<file path="src/rtl/serial_adder.sv">
// Bit-serial adder/subtractor: one full-adder cell and a carry flop process
// the operands LSB-first, one bit per clock, under a start/busy/done handshake.
module serial_adder #(
  parameter int WIDTH = 8
) (
  input  logic             clk,
  input  logic             rst_n,
  input  logic             start,
  input  logic [WIDTH-1:0] A,
  input  logic [WIDTH-1:0] B,
  input  logic             Cin,
  input  logic             SUB,
  output logic             busy,
  output logic             done,
  output logic [WIDTH-1:0] SUM,
  output logic             CARRY,
  output logic             OVERFLOW
);

  localparam int CW = (WIDTH > 1) ? $clog2(WIDTH) : 1;

  typedef enum logic [1:0] {
    IDLE = 2'd0,
    RUN  = 2'd1,
    DONE = 2'd2
  } state_t;

  state_t           state_q, state_d;
  logic [WIDTH-1:0] opa_q, opa_d;
  logic [WIDTH-1:0] opb_q, opb_d;
  logic [WIDTH-1:0] sum_sr_q, sum_sr_d;
  logic [CW-1:0]    cnt_q, cnt_d;
  logic             c_q, c_d;
  logic [WIDTH-1:0] sum_q, sum_d;
  logic             carry_q, carry_d;
  logic             ovf_q, ovf_d;
  logic             busy_q, busy_d;
  logic             done_q, done_d;

  logic             accept_s;
  logic             last_s;
  logic             fa_sum_s;
  logic             fa_carry_s;
  logic [WIDTH:0]   sum_ext_s;
  logic [WIDTH-1:0] sum_shift_s;

  function automatic logic maj3(input logic a, input logic b, input logic c);
    return (a & b) | (a & c) | (b & c);
  endfunction

  // Handshake qualifiers and the single full-adder cell.
  always_comb begin
    accept_s    = start && ((state_q == IDLE) || (state_q == DONE));
    last_s      = (state_q == RUN) && (cnt_q == CW'(WIDTH - 1));
    fa_sum_s    = opa_q[0] ^ opb_q[0] ^ c_q;
    fa_carry_s  = maj3(opa_q[0], opb_q[0], c_q);
    sum_ext_s   = {fa_sum_s, sum_sr_q};
    sum_shift_s = sum_ext_s[WIDTH:1];
  end

  // State register.
  always_ff @(posedge clk or negedge rst_n) begin
    if (!rst_n) begin
      state_q <= IDLE;
    end else begin
      state_q <= state_d;
    end
  end

  // Next-state logic.
  always_comb begin
    state_d = state_q;
    case (state_q)
      IDLE: begin
        if (start) state_d = RUN;
        else       state_d = IDLE;
      end
      RUN: begin
        if (last_s) state_d = DONE;
        else        state_d = RUN;
      end
      DONE: begin
        if (start) state_d = RUN;
        else       state_d = IDLE;
      end
      default: state_d = IDLE;
    endcase
  end

  // Output decode, taken from the next state so busy/done come straight off flops.
  always_comb begin
    busy_d = 1'b0;
    done_d = 1'b0;
    case (state_d)
      IDLE:    begin busy_d = 1'b0; done_d = 1'b0; end
      RUN:     begin busy_d = 1'b1; done_d = 1'b0; end
      DONE:    begin busy_d = 1'b0; done_d = 1'b1; end
      default: begin busy_d = 1'b0; done_d = 1'b0; end
    endcase
  end

  // Operand shifters, carry, bit counter and result capture.
  always_comb begin
    opa_d    = opa_q;
    opb_d    = opb_q;
    c_d      = c_q;
    cnt_d    = cnt_q;
    sum_sr_d = sum_sr_q;
    sum_d    = sum_q;
    carry_d  = carry_q;
    ovf_d    = ovf_q;
    if (accept_s) begin
      // Subtraction is A + ~B + 1, so the inversion and the forced carry happen at load.
      opa_d = A;
      opb_d = SUB ? ~B : B;
      c_d   = SUB ? 1'b1 : Cin;
      cnt_d = '0;
    end else if (state_q == RUN) begin
      opa_d    = opa_q >> 1;
      opb_d    = opb_q >> 1;
      c_d      = fa_carry_s;
      sum_sr_d = sum_shift_s;
      cnt_d    = cnt_q + CW'(1);
      if (last_s) begin
        // c_q here is the carry into the MSB.
        sum_d   = sum_shift_s;
        carry_d = fa_carry_s;
        ovf_d   = c_q ^ fa_carry_s;
      end else begin
        sum_d   = sum_q;
        carry_d = carry_q;
        ovf_d   = ovf_q;
      end
    end else begin
      opa_d = opa_q;
      opb_d = opb_q;
    end
  end

  // Datapath and output registers.
  always_ff @(posedge clk or negedge rst_n) begin
    if (!rst_n) begin
      opa_q    <= '0;
      opb_q    <= '0;
      sum_sr_q <= '0;
      cnt_q    <= '0;
      c_q      <= 1'b0;
      sum_q    <= '0;
      carry_q  <= 1'b0;
      ovf_q    <= 1'b0;
      busy_q   <= 1'b0;
      done_q   <= 1'b0;
    end else begin
      opa_q    <= opa_d;
      opb_q    <= opb_d;
      sum_sr_q <= sum_sr_d;
      cnt_q    <= cnt_d;
      c_q      <= c_d;
      sum_q    <= sum_d;
      carry_q  <= carry_d;
      ovf_q    <= ovf_d;
      busy_q   <= busy_d;
      done_q   <= done_d;
    end
  end

  assign busy     = busy_q;
  assign done     = done_q;
  assign SUM      = sum_q;
  assign CARRY    = carry_q;
  assign OVERFLOW = ovf_q;

endmodule

</file>
<file path="config.mk">
export PLATFORM = sky130hd
export DESIGN_NAME = serial_adder
export DESIGN_NICKNAME = d
export VERILOG_FILES = /design/src/rtl/serial_adder.sv
export SDC_FILE = /design/constraint.sdc
export NUM_CORES = 1
export LEC_CHECK = 0
export CORE_AREA = 2 2 47 93
export CTS_CLUSTER_DIAMETER = 40
export DETAILED_ROUTE_END_ITERATION = 7
export DIE_AREA = 0 0 49 95
export PLACE_DENSITY = 0.75
export SETUP_SLACK_MARGIN = 0.3
export SLEW_MARGIN = 20
export SYNTH_ARGS = -nofsm -noshare
export SYNTH_HDL_FRONTEND = slang
export SYNTH_SLANG_ARGS = --single-unit
</file>
<file path="constraint.sdc">
create_clock -name clk -period 1.7 [get_ports clk]
set_input_delay 0.17 -clock clk [delete_from_list [all_inputs] [get_ports clk]]
set_output_delay 0.17 -clock clk [all_outputs]
set_load 0.01 [all_outputs]
</file>
==> results of run 1 <==
kinds of logic (layout without fill, tap and decap cells):
family	Yosys count	count (layout)	share of synthesized area [%]
buffers and inverters	12	52	3.91
and+or+nand+nor	65	65	15.4
DFF	41	41	58.4
muxes	9	9	5.77
xor gates and xnor gates	9	9	4.48
adders and majority gates	3	3	2.56
AOI/OAI and AO/OA	23	23	9.47
cell usage after synthesis, drive strengths merged:
master / n / area, um^2
ha: 2 / 25.0
nand3b: 1 / 7.51
a22oi: 2 / 15.0
a22o: 4 / 35.0
dfrtp: 41 / 1030
nor2: 15 / 63.8
nand3: 3 / 15.0
and2b: 2 / 15.0
xor2: 5 / 43.8
nand2: 42 / 158
nand2b: 2 / 12.5
o21ai: 4 / 20.0
fa: 1 / 20.0
mux2: 9 / 101
xnor2: 4 / 35.0
a221o: 4 / 40.0
inv: 2 / 7.51
buf: 8 / 53.8
clkbuf: 2 / 7.51
a31oi: 9 / 56.3
power by group:
group	internal, W	switching, W
Combinational	0.000937	0.000801
Sequential	0.00143	0.000279
Clock	0.000426	0.000321
Total	0.00280	0.00140
cell type report:
| cell class | instances | area share [%] |
|---|---|---|
| clock buffer | 5 | 2.96 |
| clock inverter | 2 | 1.50 |
| inverter | 2 | 0.322 |
| multi-input combinational | 109 | 30.1 |
| sequential | 41 | 44.1 |
| tap | 52 | 2.79 |
| timing repair buffer | 43 | 18.3 |
metal layers:
metal | vias up | track usage (%) | routed length [um]
li1 | 617 | - | -
met4 | 0 | 7.14 | 60
met5 | - | 0 | 0
met2 | 31 | 30.1 | 1780
met1 | 631 | 18.1 | 1400
met3 | 6 | 4.27 | 129
sequential cells by signal, summed over array words and instances, names as in the netlist:
register and count:
opb_q 8, sum_sr_q 7, SUM 8, state_q 2, busy 1, cnt_q 3, c_q 1, done 1
CARRY 1, opa_q 8, OVERFLOW 1
stage by stage:
stage	power (W)	instance area, um^2
finish	0.00420	2330
global route	0.00450	2330
CTS	0.00424	2320
detailed placement	0.00347	2190
global placement	0.00340	2190
floorplan	0.00284	1800
worst max path at each step:
stage / to / cells after the start / slack (ps) / start
final: SUM[0] / 5 / 250 / cnt_q[0]
after global routing: SUM[0] / 5 / 190 / cnt_q[0]
after CTS: SUM[0] / 5 / 240 / cnt_q[0]
after detailed placement: opb_q[6] / 4 / 210 / start
after global placement: c_q / 4 / 230 / start
after floorplan: CARRY / 5 / 250 / cnt_q[0]
critical path: cells and delay by family, from the launching register on:
family / cells / cell delay, ps
fa+ha+maj: 2 / 360
flops: 1 / 400
buf+inv: 1 / 150
simple gates: 1 / 110
mux: 1 / 330
repair_timing:
action                     in CTS  in global routing
buffers inserted                1                  0
hold endpoints to repair       41                  0
setup endpoints to repair       9                 12
gates resized for setup         1                  4
hold buffers                    1                  0
==> summary.md, run 1 <==
| Metric | Value |
|---|---|
| R2R depth | 5 |
| Hold_ws | 449 ps |
| Hold worst-path end | opa_q[3] |
| Synthesis-to-layout area growth | 32.5% |
| Worst Hold Depth | 3 |
| Most frequent cells in the layout | 42 x nand2_1, 41 x dfrtp_1, 29 x clkdlybuf4s50_1 |
| Drt via density | 5.06 |
| Initial Util | 43.9% |
| Final setup margin | 251 ps |
| Pre-CTS setup slack | 207 ps |
| Yosys reg bits | 41 |
| I/O Buffers | 32 |
| Yosys warnings | 0 |
| CTS tree | yes |
| Crit path time final | 1450 ps |
| Number of fill cells | 345 |
| Crit path capture type | flip-flop |
| Clock Sinks | 41 |
| Peak supply drop | 1160 uV |
| Nets | 226 |
| Clock Skew | 5.15 ps |
| ANT cells | 0 |
| Commonest non-fill, non-tap cell in the layout | nand2_1 |
| Startpoint types | flip-flop |
| Worst-path clk slew | 80 ps |
| Row count | 33 |
| RSZ-0062 raised after global routing | yes |
| Placer Congestion | 0.740 |
| Storage cell area | 1030 um^2 |
| Drt pass-1 iters | 4 |
| Max_cap viols | 0 |
| DRT antenna net count | 0 |
| Vias | 1285 |
| Placed Cells | 245 |
| Initial antenna violation count | 0 |
| Setup Total Neg Slack | 0 ps |
| Final Util | 58.1% |
| CP arrival | 1630 ps |
| Crit-path max cell delay | 400 ps |
| DRT Wirelength | 3370 um |
| Fraction of layout cells with a size suffix above 1 | 14.9% |
| Initial DRC Count | 33 |
| Crit Path Category | reg2reg |
| Syn nets | 186 |
| Hpwl dp | 2410 um |
| Sequential share of the synthesized area | 58.4% |
| Avg Inst Size Synth | 10.9 um^2 |
| Slowest cell on crit path | dfrtp_1 |
| WL per Instance | 13.3 um |
| Die Ht | 95 um |
| Fin crit share | 85.2% |
| Grt ovf | 0 |
| DRC viols | 0 |
| FF-to-FF setup slack | 250 ps |
| Clk Latency, worst-skew pair | 290 ps |
| Slew @ Worst Pin | 512 ps |
| H-Tree Level Count | 2 |
| Die width | 49 um |
| Endpoints failing setup | 0 |
| Syn Inst Count | 162 |
| Clock buffer depth | 2 |
| Leakage | 1.11 nW |
| Final hold violation count | 0 |
| Largest net degree at the start of global routing | 42 |
| Cell variety after synth | 24 |
| Power Dens Cells | 1800 nW/um^2 |
| Num CTS Buffers | 5 |
| Clock root buffer master | clkbuf_8 |
| Total I/O pin count | 33 |
| Vias in the first global route | 1343 |
| HP Start | A[3] |
| Max Clk Rate | 690 MHz |
| WP data required | 1880 ps |
| Status | complete, no violations |
| GR Util All Layers | 16.6% |
| Critical path fanouts, max | 4 |
| Post-route insts no fill | 254 |
| RR Startpoint | cnt_q[0] |
| Crit path cell chain | ha_2, ha_4, nand3b_1, buf_4, mux2_2 |
| HP Class | in2reg |
| Slew HR | 65.9% |
| Die area | 4660 um^2 |
| Global-route wire length before repair | 5910 um |
| Core Footprint | 4010 um^2 |
| Slew Limit Fails | 0 |
| Area occupied by multi-input gates | 701 um^2 |
| Reg-to-reg endpoint | SUM[0] |
| Mapped cell area | 1760 um^2 |
Note: power is estimated with default switching activity, not from simulation.
==> inputs of run 2 (changes only) <==
--- a/config.mk
+++ b/config.mk
@@ -5,6 +5,7 @@
 export SDC_FILE = /design/constraint.sdc
 export NUM_CORES = 1
 export LEC_CHECK = 0
+export CAP_MARGIN = 25
 export CORE_AREA = 2 2 47 93
 export CTS_CLUSTER_DIAMETER = 40
 export DETAILED_ROUTE_END_ITERATION = 7
==> results of run 2 <==
Final layout, timing and power as in run 1 (identical DEF).
